`src/rtl/line_clear_sequencer.sv`:
```
// line_clear_sequencer: after a piece lands, scans the board bottom-to-top,
//   removes full rows, compacts the remaining rows downward and zero-fills the top.
// Latency: 2 cycles per row kept in place, 3 per row moved down, 1 per fill row, +1 done.
// Backpressure: none; start is accepted only in S_IDLE, ignored while busy (no queuing).
// Ports: piece_clk/RESET (sync, active-high); start in; busy/done/lines_cleared status out;
//   row_addr/row_rd_en/row_rd_data/row_wr_en/row_wr_data form the board RAM port (1-cycle read).
// Optional: define LINECLEAR_MASK_EN to add cleared_mask[ROWS-1:0] (original rows that were full).
module line_clear_sequencer #(
    parameter int ROWS   = 20,
    parameter int COLS   = 10,
    parameter int ROW_AW = 5,
    parameter int CNT_W  = 5
) (
    input  logic              piece_clk,
    input  logic              RESET,
    input  logic              start,
    output logic              busy,
    output logic              done,
    output logic [CNT_W-1:0]  lines_cleared,
    output logic [ROW_AW-1:0] row_addr,
    output logic              row_rd_en,
    input  logic [COLS-1:0]   row_rd_data,
    output logic              row_wr_en,
    output logic [COLS-1:0]   row_wr_data
`ifdef LINECLEAR_MASK_EN
    ,
    output logic [ROWS-1:0]   cleared_mask
`endif
);

    localparam logic [2:0] S_IDLE = 3'd0;
    localparam logic [2:0] S_RD   = 3'd1;
    localparam logic [2:0] S_EVAL = 3'd2;
    localparam logic [2:0] S_WR   = 3'd3;
    localparam logic [2:0] S_FILL = 3'd4;
    localparam logic [2:0] S_DONE = 3'd5;

    localparam logic [ROW_AW-1:0] ROWS_A  = ROW_AW'(ROWS);
    localparam logic [CNT_W-1:0]  CNT_MAX = '1;

    logic [2:0]        state_q, state_d;
    logic [ROW_AW-1:0] rd_ptr_q, rd_ptr_d;
    logic [ROW_AW-1:0] wr_ptr_q, wr_ptr_d;
    logic [CNT_W-1:0]  lines_q, lines_d;
    logic [COLS-1:0]   row_q, row_d;
    logic [ROW_AW-1:0] rd_inc, wr_inc;
    logic              row_full;

    assign rd_inc   = rd_ptr_q + 1'b1;
    assign wr_inc   = wr_ptr_q + 1'b1;
    assign row_full = &row_rd_data;

    // Once every original row has been read, either the board is already
    // compact (wr caught up) or the vacated top rows still need zeroing.
    function automatic logic [2:0] next_after_row(input logic [ROW_AW-1:0] rd,
                                                   input logic [ROW_AW-1:0] wr);
        if (rd != ROWS_A)
            return S_RD;
        else if (wr == ROWS_A)
            return S_DONE;
        else
            return S_FILL;
    endfunction

    always_comb begin
        state_d     = state_q;
        rd_ptr_d    = rd_ptr_q;
        wr_ptr_d    = wr_ptr_q;
        lines_d     = lines_q;
        row_d       = row_q;
        row_addr    = '0;
        row_rd_en   = 1'b0;
        row_wr_en   = 1'b0;
        row_wr_data = '0;
        done        = 1'b0;
        case (state_q)
            S_IDLE: begin
                if (start) begin
                    rd_ptr_d = '0;
                    wr_ptr_d = '0;
                    lines_d  = '0;
                    state_d  = S_RD;
                end
            end
            S_RD: begin
                row_rd_en = 1'b1;
                row_addr  = rd_ptr_q;
                state_d   = S_EVAL;
            end
            S_EVAL: begin
                if (row_full) begin
                    if (lines_q != CNT_MAX)
                        lines_d = lines_q + 1'b1;
                    rd_ptr_d = rd_inc;
                    state_d  = next_after_row(rd_inc, wr_ptr_q);
                end else if (rd_ptr_q == wr_ptr_q) begin
                    // Nothing removed below this row yet: it already sits in place.
                    rd_ptr_d = rd_inc;
                    wr_ptr_d = wr_inc;
                    state_d  = next_after_row(rd_inc, wr_inc);
                end else begin
                    row_d   = row_rd_data;
                    state_d = S_WR;
                end
            end
            S_WR: begin
                row_wr_en   = 1'b1;
                row_addr    = wr_ptr_q;
                row_wr_data = row_q;
                rd_ptr_d    = rd_inc;
                wr_ptr_d    = wr_inc;
                state_d     = next_after_row(rd_inc, wr_inc);
            end
            S_FILL: begin
                row_wr_en = 1'b1;
                row_addr  = wr_ptr_q;
                wr_ptr_d  = wr_inc;
                if (wr_inc == ROWS_A)
                    state_d = S_DONE;
            end
            S_DONE: begin
                done    = 1'b1;
                state_d = S_IDLE;
            end
            default: state_d = S_IDLE;
        endcase
    end

    always_ff @(posedge piece_clk) begin
        if (RESET) begin
            state_q  <= S_IDLE;
            rd_ptr_q <= '0;
            wr_ptr_q <= '0;
            lines_q  <= '0;
            row_q    <= '0;
        end else begin
            state_q  <= state_d;
            rd_ptr_q <= rd_ptr_d;
            wr_ptr_q <= wr_ptr_d;
            lines_q  <= lines_d;
            row_q    <= row_d;
        end
    end

    assign busy          = (state_q != S_IDLE);
    assign lines_cleared = lines_q;

`ifdef LINECLEAR_MASK_EN
    logic [ROWS-1:0] mask_q, mask_d;

    // rd_ptr always names the original row index, so it marks the animation bit directly.
    always_comb begin
        mask_d = mask_q;
        if (state_q == S_IDLE && start)
            mask_d = '0;
        else if (state_q == S_EVAL && row_full)
            mask_d[rd_ptr_q] = 1'b1;
    end

    always_ff @(posedge piece_clk) begin
        if (RESET)
            mask_q <= '0;
        else
            mask_q <= mask_d;
    end

    assign cleared_mask = mask_q;
`endif

endmodule

```
`config.mk`:
```
export PLATFORM = sky130hd
export DESIGN_NAME = line_clear_sequencer
export DESIGN_NICKNAME = d
export VERILOG_FILES = /design/src/rtl/line_clear_sequencer.sv
export SDC_FILE = /design/constraint.sdc
export NUM_CORES = 1
export LEC_CHECK = 0
export CAP_MARGIN = 30
export CORE_ASPECT_RATIO = 0.8
export CORE_UTILIZATION = 51
export CTS_CLUSTER_SIZE = 20
export DETAILED_ROUTE_END_ITERATION = 10
export PLACE_DENSITY_LB_ADDON = 0.2
export SLEW_MARGIN = 25
export SYNTH_ARGS = -nofsm -noshare
export SYNTH_HDL_FRONTEND = slang
export SYNTH_SLANG_ARGS = --single-unit
export TNS_END_PERCENT = 50
```
`constraint.sdc`:
```
create_clock -name piece_clk -period 2.5 [get_ports piece_clk]
set_clock_uncertainty 0.2 [all_clocks]
set_input_delay 0.75 -clock piece_clk [delete_from_list [all_inputs] [get_ports piece_clk]]
set_output_delay 0.75 -clock piece_clk [all_outputs]
set_load 0.01 [all_outputs]
```
==> results of run 1 <==
-- power groups by stage --
stage | Combinational (W) | Clock [W] | Sequential, W
2_1_floorplan | 0.0000915 | 0 | 0.000474
3_3_place_gp | 0.000190 | 0 | 0.000473
3_5_place_dp | 0.000193 | 0 | 0.000474
4_1_cts | 0.000201 | 0.000248 | 0.000465
5_1_grt | 0.000223 | 0.000270 | 0.000467
6_report | 0.000207 | 0.000246 | 0.000466
-- per-stage QoR --
stage	TNS, ps	total power (W)	instance area (µm²)	utilization, %	hold WS, ps
3_5_place_dp	-9670	0.000666	2300	73.1	278
2_1_floorplan	0	0.000565	1730	-	252
4_1_cts	-737	0.000914	2410	76.4	306
6_report	0	0.000919	2440	77.3	299
3_3_place_gp	-7910	0.000663	2300	73.1	264
5_1_grt	0	0.000960	2440	77.3	335
-- layout make-up --
type	instances	area, µm²	share of cell area, %
sequential	28	567	23.3
multi-input combinational	159	1120	46.0
timing repair buffer	71	636	26.1
tap	40	50.0	2.05
clock buffer	3	41.3	1.69
inverter	6	22.5	0.924
-- critical path, cell delays in order --
cell and delay (ps):
sky130_fd_sc_hd__dlygate4sd2_1 250, sky130_fd_sc_hd__nand4_1 200, sky130_fd_sc_hd__or3_4 180, sky130_fd_sc_hd__a311oi_2 100
sky130_fd_sc_hd__buf_4 190, sky130_fd_sc_hd__or4b_1 530, sky130_fd_sc_hd__a21oi_1 230
-- synthesized netlist by cell type (all sizes together), types with 4 or more instances --
| cell type | number | share of area [%] |
|---|---|---|
| nor2 | 23 | 5.1 |
| nand3 | 8 | 2.3 |
| nor3 | 7 | 3.0 |
| clkbuf | 6 | 1.3 |
| buf | 6 | 3.0 |
| o21ai | 13 | 3.8 |
| mux2i | 18 | 10 |
| xor2 | 7 | 3.5 |
| or3 | 7 | 2.5 |
| and3 | 12 | 4.3 |
| dfxtp | 28 | 32 |
| inv | 6 | 1.3 |
| nand2 | 13 | 2.8 |
| a21oi | 8 | 2.3 |
| ha | 5 | 3.6 |
| nand2b | 4 | 1.4 |
-- registers in the layout (all words and copies together), names as in the netlist --
register / cells
wr_ptr_q: 5
lines_cleared: 5
state_q: 3
row_q: 10
rd_ptr_q: 5
-- kinds of logic after synthesis --
logic type	after synthesis	synth area share, %
XOR/XNOR	7	3.54
adder cells (fa/ha/maj)	5	3.62
flip-flops	28	32.4
AO/OA/AOI/OAI	38	15.9
AND/OR/NAND/NOR	91	28.6
multiplexers	18	10.4
buffers and inverters	18	5.57
-- final timing paths --
| kind | from | endpoint | slack [ps] | cells past startpoint |
|---|---|---|---|---|
| setup / recovery | row_rd_data[9] | wr_ptr_q[1] | 70 | 7 |
| hold / removal | row_q[7] | row_q[7] | 300 | 2 |
| setup reg to reg | lines_cleared[0] | lines_cleared[3] | 180 | 8 |
| hold reg to reg | row_q[7] | row_q[7] | 300 | 2 |
-- routing by layer --
metal  track usage [%]  share of wire [%]
met5                 0                  0
met4              8.51                1.4
met3              5.51                4.2
met2              46.2                 46
met1              40.4                 48
-- timing repair --
item,CTS,global route
gates cloned,1,0
pin swaps,10,3
endpoints found under the setup margin,43,25
gates resized for setup,37,14
buffers inserted,4,0
==> Flow_metrics.wiki, run 1 <==
{| class="wikitable"
! Metric !! Value
|-
| Fillcell total || 242
|-
| Power share of the sequential group || 50.7%
|-
| Core box area || 0.00315 mm²
|-
| Final #Nets || 287
|-
| Initial antenna violation count || 0
|-
| Number of vias in the routed layout || 1,774
|-
| Number of port buffers || 36
|-
| Vias in the first global route || 1,654
|-
| Maximum count of clock buffers along a single path || 2
|-
| Hold-fix buffers at CTS || 0
|-
| Synth async-reset ratio || 0%
|-
| Net Switching || 0.000255 W
|-
| WL final || 4.94 mm
|-
| Portion of total power attributed to the clock network || 26.7%
|-
| Worst slack at placement || -450 ps
|-
| Number of DRC violations after detailed-routing iteration 0 || 114
|-
| Portion of total power attributed to combinational logic || 22.6%
|-
| CTS tree || built
|-
| Mapped cell area || 0.00173 mm²
|-
| Post-CTS clock slew at the launch and capture registers of the worst setup and hold paths || 90 ps
|-
| Cells after synthesis || 205
|-
| Setup CP Type || primary input to register
|-
| HPWL after DPL || 3.35 mm
|-
| Run status || complete, no violations
|-
| Share of post-route cells with drive strength above 1 || 20.2%
|-
| Wire per inst || 16.1 µm
|-
| Avg Cell Area, Syn || 8.44 µm²
|-
| Mean number of vias per cell || 5.78
|-
| Clk Latency, worst-skew pair || 280 ps
|-
| Final weighted congestion in routability-driven placement || 0.924
|-
| Layout overhead on the synthesized area || 40.8%
|-
| Most frequent standard cell in the layout excluding fill and tap cells || sky130_fd_sc_hd__buf_4
|-
| Final routed DRC violation total || 0
|-
| Final Instance Count excl. Fillers || 307
|-
| Required time of the critical path || 2480 ps
|-
| P per Cell Area || 377 mW/mm²
|-
| Number of nets with antenna violations after routing || 0
|-
| Post-route fraction of the period consumed by the critical path || 97.3%
|-
| Post-synth EDFFs || 0
|-
| Number of hold violations in the final report || 0
|-
| Die Width || 67.1 µm
|-
| Row cnt || 18
|-
| Fin crit period || 2430 ps
|-
| Leading cell types in the layout, fill and taps excluded || sky130_fd_sc_hd__buf_4 (32), sky130_fd_sc_hd__dfxtp_1 (25), sky130_fd_sc_hd__nor2_1 (20), sky130_fd_sc_hd__dlygate4sd2_1 (20), sky130_fd_sc_hd__mux2i_1 (18)
|-
| Type of the tightest min-delay check || register to register
|-
| Net switching share of the total power || 27.7%
|-
| Pin count of the biggest net entering global routing || 19
|-
| Endpoint kind of the worst setup timing path || register
|-
| Sequential cell area fraction in the yosys report || 32.4%
|-
| Worst slew pin tran || 514 ps
|-
| Number of different library cells in the post-synthesis netlist || 43
|-
| Cell count after placement || 299
|-
| Die footprint || 0.00363 mm²
|-
| Number of maximum-capacitance constraint violations || 0
|-
| Startpoint type of the worst setup path || primary input
|-
| Top_reg_cell synth || sky130_fd_sc_hd__dfxtp_1
|-
| Static power due to leakage || 1.15 nW
|-
| CTS buffer count || 3
|-
| Cell at the root of the clock tree || sky130_fd_sc_hd__clkbuf_8
|-
| Number of diodes added for antenna fixing || 0
|-
| Total overflow reported by the global router || 0
|-
| Global router's overall resource usage || 29.2%
|-
| Relative max-transition margin || 65.8%
|-
| Number of search-and-repair iterations in the first detailed-routing pass || 4
|-
| Flop and latch count out of synthesis || 28
|-
| Max Transition Viols Final || 0
|-
| Number of failing setup endpoints in the final timing report || 0
|-
| H-Tree Depth || 1
|-
| Sink count of the clock tree || 28
|-
| Die Y || 54.1 µm
|-
| Final worst slack || 67.6 ps
|-
| Setup repair after global routing missed its margin || no
|-
| YS warnings || 0
|-
| Starting utilization of the core area || 54.9%
|-
| Int Power || 0.000664 W
|-
| Global-route wire length before repair || 7.80 mm
|-
| I/O pin count || 37
|-
| IR drop worst, VDD || 0.395 mV
|-
| Biggest fanout along the worst timing path || 8
|-
| Worst path arrival time || 2410 ps
|-
| Max Clk Rate || 411 MHz
|-
| Post-Synthesis Net Count || 223
|}
Power figures use the tool's default switching activity.
==> run 2, diff against run 1 <==
--- a/config.mk
+++ b/config.mk
@@ -7,6 +7,7 @@
 export LEC_CHECK = 0
 export CAP_MARGIN = 30
 export CORE_ASPECT_RATIO = 0.8
+export CORE_MARGIN = 5
 export CORE_UTILIZATION = 51
 export CTS_CLUSTER_SIZE = 20
 export DETAILED_ROUTE_END_ITERATION = 10
==> run 2 against run 1 <==
  * Total power down 1.4%
  * Non-clock buffer count down 4
  * Fmax down 1.7%
  * Core utilization down 2.2 points
  * Combinational power down 7%
  * Register-to-register slack about the same
  * Final area down 2.2%
  * Worst setup slack worse by 43 ps
  * Sequential share of layout area up 0.53 points
  * First-iteration DRC count up 80%
  * Critical endpoint is now row_addr[0]
  * Highest routed layer unchanged
==> Flow_metrics.wiki, run 2 (synthesis gave the netlist of run 1 again) <==
{| class="wikitable"
! Metric !! Value
|-
| Run status || complete, no violations
|-
| Power share of the sequential group || 51.6%
|-
| Number of vias in the routed layout || 1,806
|-
| Area taken by multi-input logic gates || 0.00113 mm²
|-
| Post-CTS clock slew at the launch and capture registers of the worst setup and hold paths || 90 ps
|-
| H-Tree Depth || 1
|-
| Global-route wire length before repair || 8.07 mm
|-
| Number of failing setup endpoints in the final timing report || 0
|-
| WL final || 5.18 mm
|-
| Portion of total power attributed to combinational logic || 21.3%
|-
| Highest metal layer with signal wires || met4
|-
| Share of post-route cells with drive strength above 1 || 21.7%
|-
| P per Cell Area || 380 mW/mm²
|-
| Cell at the root of the clock tree || sky130_fd_sc_hd__clkbuf_8
|-
| Max Transition Viols Final || 0
|-
| Number of maximum-capacitance constraint violations || 0
|-
| Final weighted congestion in routability-driven placement || 0.862
|-
| Die Width || 75.1 µm
|-
| Register ranked first by flip-flop count || row_q
|-
| Int Power || 0.000656 W
|-
| Setup repair after global routing missed its margin || no
|-
| IR drop worst, VDD || 0.312 mV
|-
| Flip-flop count of the largest register, all copies and words added || 10
|-
| Max Clk Rate || 404 MHz
|-
| Die Y || 62.1 µm
|-
| Portion of total power attributed to the clock network || 27.1%
|-
| Net switching share of the total power || 27.6%
|-
| Layout overhead on the synthesized area || 37.7%
|-
| Starting utilization of the core area || 54.5%
|-
| Endpoint kind of the worst setup timing path || output pin
|-
| Number of diodes added for antenna fixing || 0
|-
| Type of the tightest min-delay check || register to register
|-
| Relative max-transition margin || 66.7%
|-
| Sink count of the clock tree || 28
|-
| Pin count of the biggest net entering global routing || 16
|-
| Fin crit period || 2480 ps
|-
| Biggest fanout along the worst timing path || 4
|-
| Final #Nets || 283
|-
| Vias in the first global route || 1,705
|-
| Global router's overall resource usage || 21.4%
|-
| Number of port buffers || 36
|-
| Total Power Consumption || 0.000906 W
|-
| Setup CP Type || register to output pin
|-
| Amount of wire on met2 after detailed routing || 2.59 mm
|-
| Net Switching || 0.000250 W
|-
| Mean number of vias per cell || 5.96
|-
| Metal-1 WL || 2.08 mm
|-
| Number of search-and-repair iterations in the first detailed-routing pass || 4
|-
| Maximum count of clock buffers along a single path || 2
|-
| HPWL after DPL || 3.69 mm
|-
| Placed cell area || 0.00226 mm²
|-
| Met3 wire len || 401 µm
|-
| Wire per inst || 17.1 µm
|-
| Final routed DRC violation total || 0
|-
| Fillcell total || 215
|-
| Leading cell types in the layout, fill and taps excluded || sky130_fd_sc_hd__buf_4 (29), sky130_fd_sc_hd__dfxtp_1 (25), sky130_fd_sc_hd__nor2_1 (20)
|-
| Number of nets with antenna violations after routing || 0
|-
| Number of hold violations in the final report || 0
|-
| Worst slew pin tran || 500 ps
|-
| Core box area || 0.00318 mm²
|-
| Die footprint || 0.00467 mm²
|-
| Number of DRC violations after detailed-routing iteration 0 || 205
|-
| CTS buffer count || 3
|-
| Post-route fraction of the period consumed by the critical path || 99.0%
|-
| I/O pin count || 37
|-
| CTS tree || built
|-
| Most frequent standard cell in the layout excluding fill and tap cells || sky130_fd_sc_hd__buf_4
|-
| Initial antenna violation count || 0
|-
| Required time of the critical path || 1550 ps
|-
| Static power due to leakage || 1.12 nW
|-
| Worst path arrival time || 1530 ps
|-
| Row cnt || 18
|-
| Clk Latency, worst-skew pair || 270 ps
|-
| Total overflow reported by the global router || 0
|-
| Startpoint type of the worst setup path || register
|-
| Final non-filler cell area || 0.00238 mm²
|-
| Area taken by flip-flops and latches || 567 µm²
|}
run 2: cell count changes in the layout (fill, tap and decap cells not counted), sizes merged:
cell,change
buf,-4
dlymetal6s2s,+3
dlygate4sd2,-8
clkdlybuf4s15,-2
clkbuf,+7
run 2: worst paths after layout:
check	startpoint	endpoint	slack (ps)	depth (start not counted)
max reg2reg	wr_ptr_q[4]	wr_ptr_q[1]	180	7
max	state_q[1]	row_addr[0]	20	4
min	row_q[4]	row_q[4]	300	2
min reg2reg	row_q[4]	row_q[4]	300	2
run 2: cell type report:
class	count	area share, %
repair buffers	67	24.2
flip-flops and latches	28	23.8
well taps	40	2.10
clock buffers	3	1.73
inverters	6	0.945
multi-input cells	159	47.3
run 2: what timing repair did:
item                       4_1_cts  5_1_grt
hold buffers                     0        0
setup buffers                    3        2
setup endpoints to repair       35       33
pin swaps                        2        9
resized for setup               34       27
gates cloned                     0        0
hold endpoints to repair         0        0
run 2: through the flow:
step	setup slack, ps	cells	hold slack [ps]	util, %	TNS [ps]
2_1_floorplan	146	205	252	-	0
3_3_place_gp	-375	295	268	71.2	-7010
3_5_place_dp	-429	295	281	71.2	-8390
4_1_cts	-124	301	301	73.5	-435
5_1_grt	10.3	303	329	75.0	0
6_report	24.4	303	304	75.0	0
run 2: layer usage:
layer / GRT usage (%) / vias up
met2: 36.0 / 73
met5: 0 / -
met4: 4.89 / 0
met3: 4.34 / 14
li1: - / 859
met1: 27.7 / 860
run 2: worst max-delay path: stages, from the launching register on:
cell and delay [ps]:
sky130_fd_sc_hd__dfxtp_4 370, sky130_fd_sc_hd__nor2_2 190, sky130_fd_sc_hd__nand2_1 160, sky130_fd_sc_hd__o22ai_1 200, sky130_fd_sc_hd__dlygate4sd2_1 330
run 2: power groups by stage:
| stage | registers [W] | clock network [W] | logic [W] |
|---|---|---|---|
| after floorplan | 0.000474 | 0 | 0.0000915 |
| after global routing | 0.000469 | 0.000264 | 0.000207 |
| after CTS | 0.000467 | 0.000249 | 0.000187 |
| after detailed placement | 0.000476 | 0 | 0.000180 |
| after global placement | 0.000475 | 0 | 0.000173 |
| final | 0.000468 | 0.000245 | 0.000193 |
==> run 3, diff against run 2 <==
--- a/config.mk
+++ b/config.mk
@@ -5,6 +5,7 @@
 export SDC_FILE = /design/constraint.sdc
 export NUM_CORES = 1
 export LEC_CHECK = 0
+export ABC_AREA = 1
 export CAP_MARGIN = 30
 export CORE_ASPECT_RATIO = 0.8
 export CORE_MARGIN = 5
==> run 3 against run 2 <==
  * Register-to-register slack improved by 410 ps
  * Final area shrank 5.3%
  * Combinational power rose by 120%
  * Cell count grew 16%
  * Largest cell class unchanged
  * Non-clock buffer count is 20 lower
  * Critical path depth is 2 higher
  * Clock power increased by 15%
  * Fmax is 2.5% higher
==> Flow_metrics.wiki, run 3 <==
{| class="wikitable"
! Metric !! Value
|-
| Post-synth EDFFs || 0
|-
| Relative max-transition margin || 76.6%
|-
| Final Instance Count excl. Fillers || 351
|-
| Row cnt || 19
|-
| H-Tree Depth || 1
|-
| Run status || complete, no violations
|-
| Number of failing setup endpoints in the final timing report || 0
|-
| Mux share of post-synthesis cell area || 0%
|-
| Sequential cell area fraction in the yosys report || 32.0%
|-
| Biggest fanout along the worst timing path || 4
|-
| CTS buffer count || 3
|-
| Die footprint || 0.00472 mm²
|-
| Number of hold violations in the final report || 0
|-
| Area share of the leading cell type in the synthesized netlist || 32.0%
|-
| Placed cell area || 0.00221 mm²
|-
| Cell count after placement || 347
|-
| Setup repair after global routing missed its margin || no
|-
| Largest cells by area after synthesis || sky130_fd_sc_hd__dfxtp_1 (32%), sky130_fd_sc_hd__nand2_1 (11%), sky130_fd_sc_hd__inv_1 (7.7%), sky130_fd_sc_hd__a21oi_1 (7.1%), sky130_fd_sc_hd__nor2_1 (6.8%)
|-
| Final weighted congestion in routability-driven placement || 0.888
|-
| Top_reg_cell synth || sky130_fd_sc_hd__dfxtp_1
|-
| Synth async-reset ratio || 0%
|-
| Die Y || 62.5 µm
|-
| I/O pin count || 37
|-
| Flop and latch count out of synthesis || 28
|-
| Layout overhead on the synthesized area || 28.6%
|-
| Core box area || 0.00338 mm²
|-
| Avg Cell Area, Syn || 6.59 µm²
|-
| Number of port buffers || 36
|-
| Worst slew pin tran || 351 ps
|-
| Mean number of vias per cell || 5.01
|-
| Total overflow reported by the global router || 0
|-
| Number of nets with antenna violations after routing || 0
|-
| Number of maximum-capacitance constraint violations || 0
|-
| Count leader, synth || sky130_fd_sc_hd__nand2_1
|-
| Most area-hungry cell type in the Yosys netlist || sky130_fd_sc_hd__dfxtp_1
|-
| Most congested layer reported by global routing || met2
|-
| Post-Synthesis Net Count || 284
|-
| Final non-filler cell area || 0.00226 mm²
|-
| IR drop worst, VDD || 0.333 mV
|-
| CTS tree || built
|-
| Flip-flop count of the largest register, all copies and words added || 10
|-
| Initial antenna violation count || 0
|-
| Worst path arrival time || 1470 ps
|-
| Max Clk Rate || 414 MHz
|-
| Post-route fraction of the period consumed by the critical path || 96.6%
|-
| Setup CP Type || register to output pin
|-
| Cell at the root of the clock tree || sky130_fd_sc_hd__clkbuf_8
|-
| Max Transition Viols Final || 0
|-
| Sum of negative setup slack || 0 ps
|-
| Fraction of the mapped netlist area in simple logic gates || 35.9%
|-
| Clk Latency, worst-skew pair || 280 ps
|-
| Min Hold Slack || 260 ps
|-
| Final routed DRC violation total || 0
|-
| Required time of the critical path || 1550 ps
|-
| Die Width || 75.6 µm
|-
| Maximum count of clock buffers along a single path || 2
|-
| Starting utilization of the core area || 52.0%
|-
| Type of the tightest min-delay check || register to register
|-
| Share of post-route cells with drive strength above 1 || 15.2%
|-
| Synthesized-area fraction occupied by xor and xnor cells || 3.00%
|-
| Vias in the first global route || 1,664
|-
| Post-CTS clock slew at the launch and capture registers of the worst setup and hold paths || 90 ps
|-
| Sink count of the clock tree || 28
|-
| Static power due to leakage || 1.07 nW
|-
| Setup slack of the worst register-to-register path || 590 ps
|-
| Endpoint kind of the worst setup timing path || output pin
|-
| HPWL after DPL || 3.27 mm
|-
| Number of search-and-repair iterations in the first detailed-routing pass || 4
|-
| P per Cell Area || 541 mW/mm²
|-
| Met3 usage || 3.70%
|-
| Startpoint type of the worst setup path || register
|-
| Mapped cell area || 0.00175 mm²
|-
| Total Power Consumption || 0.00122 W
|-
| Top cells by count, synth || sky130_fd_sc_hd__nand2_1 (51), sky130_fd_sc_hd__inv_1 (36), sky130_fd_sc_hd__nor2_1 (32)
|-
| Number of DRC violations after detailed-routing iteration 0 || 134
|-
| WL final || 4.13 mm
|-
| Complex-gate fraction of the synthesized area || 13.1%
|-
| Global-route wire length before repair || 7.15 mm
|-
| Global router's overall resource usage || 18.6%
|-
| Largest family of logic cells by synthesized area || simple AND/OR/NAND/NOR gates
|-
| Global Route met2 Usage || 29.6%
|-
| Final #Nets || 328
|-
| Register ranked first by flip-flop count || row_q
|-
| Number of different library cells in the post-synthesis netlist || 27
|-
| Pin count of the biggest net entering global routing || 21
|-
| Number of diodes added for antenna fixing || 0
|-
| Post CTS Setup Buffer Count || 0
|-
| Synth Area in Adders || 3.57%
|-
| Number of vias in the routed layout || 1,760
|-
| Cells after synthesis || 266
|-
| Met1 track utilization from global routing || 25.9%
|-
| Fin crit period || 2420 ps
|-
| Leading cell types in the layout, fill and taps excluded || sky130_fd_sc_hd__nand2_1 (51), sky130_fd_sc_hd__inv_1 (35), sky130_fd_sc_hd__nor2_1 (31)
|-
| YS warnings || 0
|-
| Wire per inst || 11.8 µm
|-
| Most frequent standard cell in the layout excluding fill and tap cells || sky130_fd_sc_hd__nand2_1
|}
## run 3: cell types whose count changed in the layout (fill, tap and decap cells not counted), moves of 11 or more
cell	before	now
sky130_fd_sc_hd__nand2_1	12	51
sky130_fd_sc_hd__and3_1	12	0
sky130_fd_sc_hd__inv_1	6	35
sky130_fd_sc_hd__mux2i_1	18	0
sky130_fd_sc_hd__a21oi_1	8	25
sky130_fd_sc_hd__clkdlybuf4s50_1	7	19
sky130_fd_sc_hd__buf_4	29	11
sky130_fd_sc_hd__nor2_1	20	31
## run 3: cell families (layout without fill, tap and decap cells)
kind of cell	after synthesis	in the layout
compound gates	44	44
xor+xnor	6	6
fa+ha+maj	5	5
simple gates	130	130
buf+inv	53	96
flops	28	28
## run 3: final cells by class
class,count,area (µm²)
Sequential cell,28,564
Multi-Input combinational cell,185,976
Tap cell,42,52.6
Timing Repair Buffer,47,439
Inverter,45,169
Fill cell,339,1120
Clock buffer,4,55.1
## run 3: final timing paths
| path | startpoint | to | cells after the start |
|---|---|---|---|
| max | state_q[0] | row_addr[0] | 6 |
| min | row_q[9] | row_q[9] | 2 |
| max reg2reg | lines_cleared[0] | lines_cleared[1] | 10 |
| min reg2reg | row_q[9] | row_q[9] | 2 |
## run 3: critical path: stages, from the launching register on
cell and delay [ps]:
sky130_fd_sc_hd__dfxtp_2 350, sky130_fd_sc_hd__nor2_2 120, sky130_fd_sc_hd__nand2_1 90, sky130_fd_sc_hd__nand2_1 140, sky130_fd_sc_hd__inv_1 100, sky130_fd_sc_hd__o22ai_1 140, sky130_fd_sc_hd__clkdlybuf4s15_1 260
## run 3: where the power goes
part	internal [W]	leakage, nW	total, W	switching (W)
clock	0.000141	0.0288	0.000282	0.000141
sequential	0.000484	0.228	0.000519	0.0000344
combinational	0.000168	0.812	0.000420	0.000252
## run 3: through the flow
step	worst slack, ps	util (%)
6_report	84.8	66.8
3_5_place_dp	10.9	65.5
2_1_floorplan	408	-
3_3_place_gp	8.00	65.5
4_1_cts	17.8	66.7
5_1_grt	3.47	66.8
## run 3: timing repair
action,CTS,global route
hold buffers,0,0
gates resized for setup,20,4
endpoints found under the setup margin,16,6
## run 3: routing by layer
| layer | wire [µm] | vias to the layer above |
|---|---|---|
| met3 | 212 | 5 |
| met2 | 1860 | 41 |
| met4 | 36 | 0 |
| met1 | 2020 | 777 |
| li1 | - | 937 |
| met5 | 0 | - |
